<file path="src/rtl/jedro_1_decoder_pkg.sv">
// Shared constants for the jedro_1 decode stage: RV32I opcodes handled here and the ALU opcode map.
package jedro_1_decoder_pkg;

    localparam int unsigned ALU_OP_WIDTH = 4;

    localparam logic [6:0] OPCODE_OP     = 7'b0110011;
    localparam logic [6:0] OPCODE_OP_IMM = 7'b0010011;
    localparam logic [6:0] OPCODE_LUI    = 7'b0110111;
    localparam logic [6:0] OPCODE_AUIPC  = 7'b0010111;

    localparam logic [ALU_OP_WIDTH-1:0] ALU_OP_ADD  = 4'b0000;
    localparam logic [ALU_OP_WIDTH-1:0] ALU_OP_SUB  = 4'b1000;
    localparam logic [ALU_OP_WIDTH-1:0] ALU_OP_SLL  = 4'b0001;
    localparam logic [ALU_OP_WIDTH-1:0] ALU_OP_SLT  = 4'b0010;
    localparam logic [ALU_OP_WIDTH-1:0] ALU_OP_SLTU = 4'b0011;
    localparam logic [ALU_OP_WIDTH-1:0] ALU_OP_XOR  = 4'b0100;
    localparam logic [ALU_OP_WIDTH-1:0] ALU_OP_SRL  = 4'b0101;
    localparam logic [ALU_OP_WIDTH-1:0] ALU_OP_SRA  = 4'b1101;
    localparam logic [ALU_OP_WIDTH-1:0] ALU_OP_OR   = 4'b0110;
    localparam logic [ALU_OP_WIDTH-1:0] ALU_OP_AND  = 4'b0111;

    // ALU opcode is the alternate-encoding bit on top of funct3
    function automatic logic [ALU_OP_WIDTH-1:0] alu_op_of(input logic alt, input logic [2:0] funct3);
        return {alt, funct3};
    endfunction

endpackage

</file>
<file path="src/rtl/jedro_1_imm_gen.sv">
// Immediate extraction for the jedro_1 decoder: sign-extended I-imm, U-imm and zero-extended shamt.
module jedro_1_imm_gen #(
    parameter int unsigned DATA_WIDTH = 32
) (
    input  logic [19:0]           imm_field,
    output logic [DATA_WIDTH-1:0] i_imm_c,
    output logic [DATA_WIDTH-1:0] u_imm_c,
    output logic [DATA_WIDTH-1:0] shamt_c
);

    // imm_field is instr[31:12]; I-imm lives in its top 12 bits, shamt in instr[24:20]
    assign i_imm_c = {{(DATA_WIDTH-12){imm_field[19]}}, imm_field[19:8]};
    assign u_imm_c = {imm_field, 12'b0};
    assign shamt_c = DATA_WIDTH'(imm_field[12:8]);

endmodule

</file>
<file path="src/rtl/jedro_1_decoder.sv">
// jedro_1 decode stage: RV32I OP/OP-IMM/LUI/AUIPC to registered ALU operands, RAW stall, illegal flag.
// Define JEDRO_1_DECODER_BYPASS_EN to forward alu_res_i on a RAW hit instead of stalling.
module jedro_1_decoder
    import jedro_1_decoder_pkg::*;
#(
    parameter int unsigned DATA_WIDTH = 32,
    parameter int unsigned REG_ADDR_W = 5
) (
    input  logic                    clk_i,
    input  logic                    rst_i,
    input  logic [31:0]             instr_i,
    input  logic [DATA_WIDTH-1:0]   pc_i,
    input  logic                    instr_valid_i,
    output logic                    instr_ready_o,
    output logic [REG_ADDR_W-1:0]   rs1_addr_o,
    output logic [REG_ADDR_W-1:0]   rs2_addr_o,
    input  logic [DATA_WIDTH-1:0]   rs1_data_i,
    input  logic [DATA_WIDTH-1:0]   rs2_data_i,
`ifdef JEDRO_1_DECODER_BYPASS_EN
    input  logic [DATA_WIDTH-1:0]   alu_res_i,
`endif
    output logic [ALU_OP_WIDTH-1:0] alu_op_sel_o,
    output logic [DATA_WIDTH-1:0]   alu_opa_o,
    output logic [DATA_WIDTH-1:0]   alu_opb_o,
    output logic [REG_ADDR_W-1:0]   rd_addr_o,
    output logic                    rd_we_o,
    output logic                    illegal_instr_o,
    output logic                    out_valid_o,
    input  logic                    out_ready_i
);

    logic [6:0]            opcode;
    logic [2:0]            funct3;
    logic [6:0]            funct7;
    logic [REG_ADDR_W-1:0] rd_addr;

    assign opcode     = instr_i[6:0];
    assign funct3     = instr_i[14:12];
    assign funct7     = instr_i[31:25];
    assign rd_addr    = REG_ADDR_W'(instr_i[11:7]);
    assign rs1_addr_o = REG_ADDR_W'(instr_i[19:15]);
    assign rs2_addr_o = REG_ADDR_W'(instr_i[24:20]);

    logic [DATA_WIDTH-1:0] i_imm;
    logic [DATA_WIDTH-1:0] u_imm;
    logic [DATA_WIDTH-1:0] shamt;

    jedro_1_imm_gen #(
        .DATA_WIDTH (DATA_WIDTH)
    ) u_imm_gen (
        .imm_field (instr_i[31:12]),
        .i_imm_c   (i_imm),
        .u_imm_c   (u_imm),
        .shamt_c   (shamt)
    );

    // RAW detection against the instruction held in the output stage
    logic uses_rs1;
    logic uses_rs2;
    logic match_rs1;
    logic match_rs2;

    assign uses_rs1  = (opcode == OPCODE_OP) | (opcode == OPCODE_OP_IMM);
    assign uses_rs2  = (opcode == OPCODE_OP);
    assign match_rs1 = out_valid_o & rd_we_o & uses_rs1 & (rs1_addr_o == rd_addr_o);
    assign match_rs2 = out_valid_o & rd_we_o & uses_rs2 & (rs2_addr_o == rd_addr_o);

    logic [DATA_WIDTH-1:0] rs1_val;
    logic [DATA_WIDTH-1:0] rs2_val;

`ifdef JEDRO_1_DECODER_BYPASS_EN
    // A matching operand takes the ALU result of the held instruction, which retires this edge
    assign rs1_val       = match_rs1 ? alu_res_i : rs1_data_i;
    assign rs2_val       = match_rs2 ? alu_res_i : rs2_data_i;
    assign instr_ready_o = ~rst_i & (~out_valid_o | out_ready_i);
`else
    assign rs1_val       = rs1_data_i;
    assign rs2_val       = rs2_data_i;
    assign instr_ready_o = ~rst_i & (~out_valid_o | (out_ready_i & ~(match_rs1 | match_rs2)));
`endif

    // Instruction decode and operand selection
    logic                    legal;
    logic [ALU_OP_WIDTH-1:0] dec_op;
    logic [DATA_WIDTH-1:0]   dec_opa;
    logic [DATA_WIDTH-1:0]   dec_opb;

    always_comb begin
        legal   = 1'b0;
        dec_op  = ALU_OP_ADD;
        dec_opa = '0;
        dec_opb = '0;
        case (opcode)
            OPCODE_OP: begin
                legal   = (funct7 == 7'h00) |
                          ((funct7 == 7'h20) & ((funct3 == 3'b000) | (funct3 == 3'b101)));
                dec_op  = alu_op_of(funct7[5], funct3);
                dec_opa = rs1_val;
                dec_opb = rs2_val;
            end
            OPCODE_OP_IMM: begin
                dec_opa = rs1_val;
                case (funct3)
                    3'b001: begin
                        legal   = (funct7 == 7'h00);
                        dec_op  = alu_op_of(1'b0, funct3);
                        dec_opb = shamt;
                    end
                    3'b101: begin
                        legal   = (funct7 == 7'h00) | (funct7 == 7'h20);
                        dec_op  = alu_op_of(funct7[5], funct3);
                        dec_opb = shamt;
                    end
                    default: begin
                        legal   = 1'b1;
                        dec_op  = alu_op_of(1'b0, funct3);
                        dec_opb = i_imm;
                    end
                endcase
            end
            OPCODE_LUI: begin
                legal   = 1'b1;
                dec_opb = u_imm;
            end
            OPCODE_AUIPC: begin
                legal   = 1'b1;
                dec_opa = pc_i;
                dec_opb = u_imm;
            end
            default: legal = 1'b0;
        endcase
        if (!legal) begin
            dec_op  = ALU_OP_ADD;
            dec_opa = '0;
            dec_opb = '0;
        end
    end

    // Output stage next-state
    logic                    load;
    logic                    out_valid_d;
    logic [ALU_OP_WIDTH-1:0] op_d;
    logic [DATA_WIDTH-1:0]   opa_d;
    logic [DATA_WIDTH-1:0]   opb_d;
    logic [REG_ADDR_W-1:0]   rd_d;
    logic                    we_d;
    logic                    ill_d;

    assign load = instr_valid_i & instr_ready_o;

    always_comb begin
        out_valid_d = out_valid_o;
        op_d        = alu_op_sel_o;
        opa_d       = alu_opa_o;
        opb_d       = alu_opb_o;
        rd_d        = rd_addr_o;
        we_d        = rd_we_o;
        ill_d       = illegal_instr_o;
        if (load) begin
            out_valid_d = 1'b1;
            op_d        = dec_op;
            opa_d       = dec_opa;
            opb_d       = dec_opb;
            rd_d        = rd_addr;
            we_d        = legal & (rd_addr != '0);
            ill_d       = ~legal;
        end else if (out_ready_i) begin
            out_valid_d = 1'b0;
        end
    end

    always_ff @(posedge clk_i) begin
        if (rst_i) begin
            out_valid_o     <= 1'b0;
            alu_op_sel_o    <= ALU_OP_ADD;
            alu_opa_o       <= '0;
            alu_opb_o       <= '0;
            rd_addr_o       <= '0;
            rd_we_o         <= 1'b0;
            illegal_instr_o <= 1'b0;
        end else begin
            out_valid_o     <= out_valid_d;
            alu_op_sel_o    <= op_d;
            alu_opa_o       <= opa_d;
            alu_opb_o       <= opb_d;
            rd_addr_o       <= rd_d;
            rd_we_o         <= we_d;
            illegal_instr_o <= ill_d;
        end
    end

endmodule

</file>
<file path="config.mk">
export PLATFORM = sky130hd
export DESIGN_NAME = jedro_1_decoder
export DESIGN_NICKNAME = d
export VERILOG_FILES = /design/src/rtl/jedro_1_decoder_pkg.sv /design/src/rtl/jedro_1_imm_gen.sv /design/src/rtl/jedro_1_decoder.sv
export SDC_FILE = /design/constraint.sdc
export NUM_CORES = 1
export LEC_CHECK = 0
export ABC_AREA = 1
export BUFFER_PORTS_ARGS = -buffer_cell sky130_fd_sc_hd__buf_4
export CORE_MARGIN = 2
export CORE_UTILIZATION = 40
export CTS_CLUSTER_SIZE = 12
export DETAILED_ROUTE_END_ITERATION = 7
export PLACE_DENSITY = 0.82
export SKIP_LAST_GASP = 1
export SYNTH_ARGS = -nofsm -noshare
export SYNTH_HDL_FRONTEND = slang
export SYNTH_SLANG_ARGS = --single-unit
</file>
<file path="constraint.sdc">
create_clock -name clk_i -period 1.7 [get_ports clk_i]
set_input_delay 0 -clock clk_i [delete_from_list [all_inputs] [get_ports clk_i]]
set_output_delay 0 -clock clk_i [all_outputs]
set_load 0.005 [all_outputs]
</file>
# Word-level counts from Yosys, hierarchy flattened
# Index checks and enable logic that the tools add are counted.
dict set report totals {
  elab_cells 55
  regBits 76
  inputBits 132
}
dict set report op_classes {
  bitwise 20
  reduce_logical 7
  mux 12
  eq_ne 9
}
# op n
set ops {}
lappend ops {{32-bit two-way mux} 3}
lappend ops {{32-bit one-hot mux with 3 select lines} 1}
lappend ops {{32-bit one-hot mux with 2 select lines} 1}
lappend ops {{7-bit by 6-bit equality test with 1-bit output, second input constant} 3}
lappend ops {{7-bit by 5-bit equality test with 1-bit output, second input constant} 2}
lappend ops {{1-bit AND} 10}
lappend ops {{5-bit equality test} 2}
lappend ops {{4-bit two-way mux} 2}
lappend ops {{4-bit one-hot mux with 2 select lines} 1}
lappend ops {{7-bit zero test} 1}
lappend ops {{1-bit bitwise OR} 6}
lappend ops {{2-bit OR reduction} 3}
lappend ops {{5-bit nonzero test} 1}
lappend ops {{1-bit NOT} 4}
lappend ops {{3-bit by 1-bit equality test with 1-bit output, second input constant} 1}
lappend ops {{3-bit equality test, second input constant} 1}
lappend ops {{3-bit zero test} 1}
lappend ops {{1-bit one-hot mux with 3 select lines} 1}
lappend ops {{1-bit two-way mux} 2}
lappend ops {{1-bit one-hot mux with 2 select lines} 1}
lappend ops {{2-bit nonzero test} 1}

# Depth between registers and ports, before layout
# Gate-level depths: netlist of the first run.
dict set report logic_depth {
  word_depth 11
  mapped_depth 13
}

# Hierarchy
# From an unflattened synthesis of the first run, not the netlist that was laid out.
dict set report unflattened {
  hier_cells 1074
  area_unflattened_um2 6185.9
}
# module area_per_inst_um2 seq_area_each_um2 n_inst cells_per_inst
set by_module_without_submodules {}
lappend by_module_without_submodules {jedro_1_decoder 5461.5 1521.5 1 977}
lappend by_module_without_submodules {jedro_1_imm_gen 724.4 0.0 1 97}

# Worst setup path after synthesis of the first run
# Ideal clock, no wire load.
dict set report synth_path {
  path_kind {flip-flop to flip-flop}
  from {register rd_addr_o[0]}
  to {register illegal_instr_o}
  slack_ns 0.259
  required_time_ns 1.630
  setup_time_ns 0.070
  path_stages_with_launch 13
  t_arrival_ns 1.371
  path_cell_list {dfxtp_1 > inv_1 > nand2_1 > nand2_1 > nand2_1 > nor2_1 > nand2_1 > nand2_1 > nand2_2 > buf_2 > buf_2 > nand4_1 > a21oi_1}
}
dict set report synth_between {
  elab_chain_len 8
  elab_cells_between_ends 10
  cone_classes {eq/ne (2); bitwise (8)}
}
# item line_no
set synth_lines {}
lappend synth_lines {{from (decl)} jedro_1_decoder.sv:25} ;# output logic [REG_ADDR_W-1:0] rd_addr_o,
lappend synth_lines {{from (signal assigned)} jedro_1_decoder.sv:186} ;# rd_addr_o <= rd_d;
lappend synth_lines {{5-bit equality test (on tied branches)} {jedro_1_decoder.sv:65, jedro_1_decoder.sv:66}}
lappend synth_lines {{1-bit AND (on tied branches)} {jedro_1_decoder.sv:65, jedro_1_decoder.sv:66}}
lappend synth_lines {{1-bit bitwise OR *} jedro_1_decoder.sv:79} ;# assign instr_ready_o = ~rst_i & (~out_valid_o | (out_ready_i & ~(match_rs1 | match_rs2)));
lappend synth_lines {{1-bit NOT *} jedro_1_decoder.sv:79}
lappend synth_lines {{1-bit AND *} jedro_1_decoder.sv:79}
lappend synth_lines {{1-bit bitwise OR *} jedro_1_decoder.sv:79}
lappend synth_lines {{1-bit AND *} jedro_1_decoder.sv:79}
lappend synth_lines {{1-bit AND *} jedro_1_decoder.sv:149} ;# assign load = instr_valid_i & instr_ready_o;
lappend synth_lines {{to (signal assigned)} jedro_1_decoder.sv:188} ;# illegal_instr_o <= ill_d;
lappend synth_lines {{to (decl)} jedro_1_decoder.sv:27} ;# output logic illegal_instr_o,
# Mark *: on every way between the ends. The rest lies on a longest branch, timed or not.
# A chain may end at the register's enable or synchronous reset.

# Worst setup path in the final report of the first run
dict set report layout_path {
  from {input instr_i[12]}
  to {register alu_opb_o[5]}
}
dict set report layout_between {
  elab_chain_len 6
  elab_cells_between_ends 12
  cone_classes {eq/ne (2); mux (5); bitwise (3); reduce/logical (2)}
}
# item line_no
set layout_lines {}
lappend layout_lines {{from (decl)} jedro_1_decoder.sv:11} ;# input logic [31:0] instr_i,
lappend layout_lines {{3-bit equality test or 3-bit zero test (tied branches)} {jedro_1_decoder.sv:96, jedro_1_decoder.sv:103}}
lappend layout_lines {{1-bit bitwise OR} jedro_1_decoder.sv:96} ;# ((funct7 == 7'h20) & ((funct3 == 3'b000) | (funct3 == 3'b101)));
lappend layout_lines {{1-bit AND} jedro_1_decoder.sv:96}
lappend layout_lines {{1-bit bitwise OR} jedro_1_decoder.sv:95} ;# legal = (funct7 == 7'h00) |
lappend layout_lines {{1-bit one-hot mux with 3 select lines} jedro_1_decoder.sv:93} ;# case (opcode)
lappend layout_lines {{32-bit two-way mux *} jedro_1_decoder.sv:132} ;# if (!legal) begin
lappend layout_lines {{to (signal assigned)} jedro_1_decoder.sv:185} ;# alu_opb_o <= opb_d;
lappend layout_lines {{to (decl)} jedro_1_decoder.sv:24} ;# output logic [DATA_WIDTH-1:0] alu_opb_o,
# Marked as above.

==> results.sh, run 1 <==
export IMPL_end_kind="flop"
export IMPL_rrSetupSlack_ps=60
export IMPL_drc_errors=0
export IMPL_grt_max_degree=53
export IMPL_slowest_delay_ps=550
export IMPL_final_cell_mix="buf_4, nand2_1, nor2_1"
export IMPL_htreeDepth=3
export IMPL_use_met1=0.337
export IMPL_avgViaCountPerCell=5.17
export IMPL_power_frac_clock=0.408
export IMPL_setup_viol=0
export IMPL_cp_data_arrival_time_ps=1890
export IMPL_hpwlAfterDp_um=11900
export IMPL_crit_end="alu_opb_o[5]"
export IMPL_place_inst=1136
export IMPL_relSlewSlack=0.544
export IMPL_fin_nets=1161
export IMPL_r2r_cells=10
export IMPL_switching_share=0.251
export IMPL_ys_ff_latch=76
export IMPL_grt_usage=0.250
export IMPL_wl_um=18300
export IMPL_max_freq_mhz=607
export IMPL_start_util=0.406
export IMPL_skew_ps=6.66
export IMPL_drive_gt1_frac=0.301
export IMPL_cts_tree="built"
export IMPL_clock_tree_buffer_depth=2
export IMPL_rows=40
export IMPL_grtUsageMet3=0.0399
export IMPL_status="finished, final reports clean"
export IMPL_ys_seq_area_frac=0.315
export IMPL_die_y_um=114
export IMPL_vdd_drop_max_mv=0.513
export IMPL_antenna_found_initial=0
export IMPL_p_int_mw=3.32
export IMPL_r2r_start="rd_addr_o[2]"
export IMPL_p_leak_nw=3.45
export IMPL_pwr_share_comb=0.182
export IMPL_critical_path_max_fanout=11
export IMPL_tritoncts_num_buffers=9
export IMPL_drt_iter0_drc=580
export IMPL_yosys_warnings=0
export IMPL_place_ws_ps=148
export IMPL_synth_avg_cell_area_um2=5.92
export IMPL_crit_start="instr_i[12]"
export IMPL_path_clk_slew_ps=60
export IMPL_worstMarginPinSlew_ps=681
export IMPL_clock_sinks=76
export IMPL_cp_cell_sequence="dlygate4sd3_1 > buf_4 > nand3_2 > nand2_1 > inv_1 > nand2_1 > nand2_2 > nand2_4 > nand2_8 > clkbuf_16 > nor2_1 > nand4_1 > a21oi_1"
export IMPL_hold_path_class="in -> reg"
export IMPL_grt_pass1_wl_um=26400
export IMPL_final_cells=1179
export IMPL_grt_pass1_vias=5345
export IMPL_grt_ovfl_total=0
export IMPL_power_density_nw_per_um2=594
export IMPL_p_switching_mw=1.11
export IMPL_synth_cell_types=26
export IMPL_top_usage_layer="met2"
export IMPL_clock_latency_ps=320
export IMPL_slew_violations=0
export IMPL_holdWs_ps=105
export IMPL_r2r_end="alu_opb_o[5]"
export IMPL_num_antenna_cells=0
export IMPL_ios=219
export IMPL_die_area_um2=13000
export IMPL_layout_commonest_cell="buf_4"
export IMPL_period_needed_ps=1650
export IMPL_worst_path_stages=13
export IMPL_finalCritPeriodShare=0.969
export IMPL_cp_start_kind="input port"
export IMPL_antenna_left=0
export IMPL_drtPass1Iterations=6
export IMPL_critPathKind="in -> reg"
export IMPL_syn_area_um2=4840
export IMPL_vias=6090
export IMPL_required_ps=1940
export IMPL_syn_inst=817
export IMPL_seq_power_share=0.410
export IMPL_syn_to_final_growth_pct=54.1
export IMPL_port_buffers=218
export IMPL_crit_top_cell="nand2_1"
export IMPL_wl_per_cell_um=15.5
export IMPL_clockRootBuffer="clkbuf_16"
export IMPL_synth_fp_nets=949
export IMPL_hold_viol=0
export IMPL_whs_path_depth=7
export IMPL_path_delay_family="buffers and inverters"
export IMPL_die_w_um=114
export IMPL_met2_usage=0.406
export IMPL_setup_ws_ps=51.9
export IMPL_drv_cap=0
export IMPL_crit_buf_inv=4
export IMPL_cp_slowest_cell="dlygate4sd3_1"
export IMPL_design_core_area_um2=11900
export IMPL_routabilityCongestion=0.887
## through the flow
stage                     utilization  area, µm²  setup TNS [ps]  total power [mW]
after floorplan                     -       4840               0              2.14
after global placement          0.554       6600               0              2.52
after detailed placement        0.554       6600               0              2.53
after CTS                       0.585       6970               0              4.34
after global routing            0.626       7450            -349              4.59
final                           0.626       7450               0              4.43
## registers in the layout, summed over array words and instances (netlist names)
register	cells
rd_addr_o	5
illegal_instr_o	1
out_valid_o	1
alu_opb_o	32
alu_op_sel_o	4
alu_opa_o	32
rd_we_o	1
## final cells by class
class / count / area [µm²]
Fill cell: 1117 / 4460
Sequential cell: 76 / 1530
Clock inverter: 3 / 40.0
Tap cell: 147 / 184
Inverter: 86 / 325
Clock buffer: 11 / 233
Multi-Input combinational cell: 583 / 2760
Timing Repair Buffer: 273 / 2380
## worst min path at each step
| stage | from | to | slack [ps] |
|---|---|---|---|
| after detailed placement | instr_i[18] | rs1_addr_o[3] | 210 |
| after CTS | instr_valid_i | alu_opa_o[1] | 100 |
| after global placement | instr_i[18] | rs1_addr_o[3] | 210 |
| after floorplan | instr_i[15] | rs1_addr_o[0] | 80 |
| final | rs1_data_i[26] | alu_opa_o[26] | 110 |
| after global routing | rs1_data_i[20] | alu_opa_o[20] | 130 |
## power groups by stage
stage | registers (mW) | logic [mW] | clock network [mW]
after floorplan | 1.85 | 0.282 | 0
after global placement | 1.85 | 0.671 | 0
after detailed placement | 1.85 | 0.673 | 0
after CTS | 1.81 | 0.694 | 1.84
after global routing | 1.82 | 0.860 | 1.91
final | 1.82 | 0.805 | 1.81
## per-layer routing
layer / wire length, µm / vias up
met5: 0 / -
met4: 501 / 0
met3: 1500 / 36
met2: 8700 / 291
met1: 7560 / 2739
li1: - / 3024
## logic make-up after synthesis
| kind of cell | count (synthesis) | synth area share |
|---|---|---|
| buf+inv | 160 | 0.147 |
| compound gates | 81 | 0.0856 |
| simple gates | 493 | 0.440 |
| xor+xnor | 7 | 0.0127 |
| flops | 76 | 0.315 |
## worst reg2reg max path: cells and delay by family (launching register included)
family | cells | cell delay, ps
compound gates | 1 | 170
flops | 1 | 340
xor+xnor | 1 | 170
simple gates | 7 | 670
buf+inv | 1 | 220
## synth_stat cells
master | n | share of area
xnor2_1 | 4 | 0.0072
nand2_1 | 221 | 0.17
buf_1 | 11 | 0.0085
dfxtp_1 | 76 | 0.31
buf_4 | 11 | 0.017
inv_1 | 82 | 0.064
nor2_1 | 135 | 0.10
and2_1 | 1 | 0.0013
clkinv_1 | 1 | 0.00078
inv_2 | 3 | 0.0023
buf_2 | 25 | 0.026
nand3_2 | 1 | 0.0021
nor2_4 | 1 | 0.0023
clkbuf_1 | 22 | 0.017
nor3b_1 | 1 | 0.0016
a21oi_2 | 1 | 0.0018
buf_6 | 5 | 0.012
nor3_1 | 2 | 0.0021
nand3_1 | 61 | 0.063
o21ai_0 | 8 | 0.0083
nor3_2 | 1 | 0.0021
a21boi_0 | 2 | 0.0031
nand2_2 | 3 | 0.0039
nand4_1 | 66 | 0.085
xor2_1 | 3 | 0.0054
a21oi_1 | 70 | 0.072
## repair_timing
item / in CTS / in global routing
hold endpoints to repair: 12 / 0
hold buffers: 10 / 0
gates resized for setup: 0 / 40
endpoints found under the setup margin: 0 / 73
setup buffers: 0 / 3
No activity file was read; power rests on OpenSTA's default activity.
==> run 2, diff against run 1 <==
--- a/config.mk
+++ b/config.mk
@@ -11,7 +11,7 @@
 export CORE_UTILIZATION = 40
 export CTS_CLUSTER_SIZE = 12
 export DETAILED_ROUTE_END_ITERATION = 7
-export PLACE_DENSITY = 0.82
+export PLACE_DENSITY = 0.7
 export SKIP_LAST_GASP = 1
 export SYNTH_ARGS = -nofsm -noshare
 export SYNTH_HDL_FRONTEND = slang
==> constraint.sdc (replaced) <==
create_clock -name clk_i -period 1.67 [get_ports clk_i]
set_input_delay 0 -clock clk_i [delete_from_list [all_inputs] [get_ports clk_i]]
set_output_delay 0 -clock clk_i [all_outputs]
set_load 0.005 [all_outputs]
==> run 2 against run 1 <==
Effect of this change: the run now ends with setup timing left; utilization grew 0.33 points; register-to-register slack lost 100 ps; wire length grew 1.5%; sequential share of layout area shrank 0.056 points; global-route usage grew 0.52 points; critical path type is now reg -> reg; critical endpoint is now rd_addr_o[4].
==> results.sh, run 2 (synthesis results as in run 1) <==
export IMPL_finalCritPeriodShare=1.02
export IMPL_port_buffers=218
export IMPL_antenna_found_initial=0
export IMPL_place_inst=1137
export IMPL_grt_ovfl_total=0
export IMPL_drtPass1Iterations=5
export IMPL_end_kind="flop"
export IMPL_max_freq_mhz=585
export IMPL_setup_viol=1
export IMPL_start_util=0.406
export IMPL_htreeDepth=3
export IMPL_cts_tree="built"
export IMPL_die_y_um=114
export IMPL_antenna_left=0
export IMPL_critPathKind="reg -> reg"
export IMPL_hold_path_class="in -> reg"
export IMPL_layout_commonest_cell="buf_4"
export IMPL_drc_errors=0
export IMPL_tritoncts_num_buffers=9
export IMPL_place_ws_ps=97.2
export IMPL_seq_power_share=0.396
export IMPL_die_w_um=114
export IMPL_vias=6040
export IMPL_grt_usage=0.255
export IMPL_grt_setup_unrepaired="yes"
export IMPL_violations="setup timing"
export IMPL_die_area_um2=13000
export IMPL_vdd_drop_max_mv=0.431
export IMPL_hpwlAfterDp_um=12000
export IMPL_cp_data_arrival_time_ps=1930
export IMPL_routabilityCongestion=0.881
export IMPL_slew_violations=0
export IMPL_clock_tree_buffer_depth=2
export IMPL_cp_start_kind="flop"
export IMPL_hold_viol=0
export IMPL_final_cell_mix="buf_4, nand2_1, nor2_1"
export IMPL_grt_max_degree=57
export IMPL_ios=219
export IMPL_power_frac_clock=0.426
export IMPL_power_density_nw_per_um2=623
export IMPL_final_cells=1182
export IMPL_design_core_area_um2=11900
export IMPL_p_int_mw=3.45
export IMPL_reg_top3="alu_opa_o (32), alu_opb_o (32), rd_addr_o (5)"
export IMPL_syn_to_final_growth_pct=54.9
export IMPL_clock_latency_ps=330
export IMPL_p_switching_mw=1.21
export IMPL_power_mw=4.67
export IMPL_clockRootBuffer="clkbuf_16"
export IMPL_drv_cap=0
export IMPL_period_needed_ps=1710
export IMPL_drive_gt1_frac=0.303
export IMPL_drt_iter0_drc=489
export IMPL_wl_per_cell_um=15.7
export IMPL_relSlewSlack=0.595
export IMPL_pwr_share_comb=0.177
export IMPL_setup_ws_ps=-39.9
export IMPL_critical_path_max_fanout=8
export IMPL_skew_ps=7.48
export IMPL_fin_nets=1162
export IMPL_num_antenna_cells=0
export IMPL_rows=40
export IMPL_grt_pass1_wl_um=26700
export IMPL_wl_um=18500
export IMPL_p_leak_nw=3.47
export IMPL_status="finished with violations"
export IMPL_path_clk_slew_ps=60
export IMPL_avgViaCountPerCell=5.11
export IMPL_holdWs_ps=21.6
export IMPL_required_ps=1890
export IMPL_switching_share=0.260
export IMPL_worstMarginPinSlew_ps=607
export IMPL_grt_pass1_vias=5174
export IMPL_clock_sinks=76
[run 2: cell count changes in the layout (fill, tap and decap cells not counted), moves of 2 or more]
cell        before  now
buf_12           8   13
clkinv_2         2    0
clkinvlp_4       0    3
nand2_8          3    1
nor2_1         128  131
nor2_2           6    3
[run 2: repair_timing]
item,in CTS,in global routing
endpoints found under the setup margin,1,76
hold buffers,9,0
pin swaps,0,10
resized for setup,1,41
buffers inserted,0,9
gates cloned,0,11
endpoints found under the hold margin,9,0
[run 2: final cells by class]
| type | count | area, µm² |
|---|---|---|
| timing repair buffer | 276 | 2440 |
| inverter | 86 | 325 |
| multi-input combinational | 581 | 2710 |
| sequential | 76 | 1530 |
| clock buffer | 11 | 243 |
| fill | 1098 | 4420 |
| clock inverter | 5 | 61.3 |
| tap | 147 | 184 |
[run 2: path summary, 6_finish.rpt]
| check | depth (start not counted) | start | slack, ps | endpoint |
|---|---|---|---|---|
| min reg2reg | 2 | illegal_instr_o | 460 | illegal_instr_o |
| min | 4 | rst_i | 20 | alu_opb_o[29] |
| max reg2reg | 12 | rd_addr_o[2] | -40 | rd_addr_o[4] |
| max | 12 | rd_addr_o[2] | -40 | rd_addr_o[4] |
[run 2: worst max-delay path, cell delays in order, from the launching register on]
cell and delay [ps]:
dfxtp_2 380, xnor2_1 130, nand2_1 70, nor2_1 100
nand2_1 80, nand2_2 110, nand2_4 90, nand3_4 110
buf_12 160, clkbuf_16 170, nand2_1 70, nand2_1 70
nor2_1 60
[run 2: power groups by stage]
stage	Combinational, mW	Sequential [mW]	Clock, mW
floorplan	0.287	1.89	0
global placement	0.687	1.89	0
detailed placement	0.690	1.89	0
CTS	0.710	1.85	2.01
global route	0.882	1.85	2.11
finish	0.828	1.85	1.99
[run 2: layer usage]
| layer | up-vias | routed length (µm) | global-route usage |
|---|---|---|---|
| li1 | 3020 | - | - |
| met1 | 2710 | 7630 | 0.344 |
| met2 | 273 | 8800 | 0.409 |
| met3 | 37 | 1540 | 0.0489 |
| met4 | 0 | 567 | 0.0894 |
| met5 | - | 0 | 0 |
[run 2: through the flow]
step,instance area [µm²],TNS (ps),util
final,7490,-39.9,0.629
after global routing,7490,-2370,0.629
after CTS,7020,0,0.590
after detailed placement,6630,0,0.556
after global placement,6630,0,0.556
after floorplan,4840,0,-
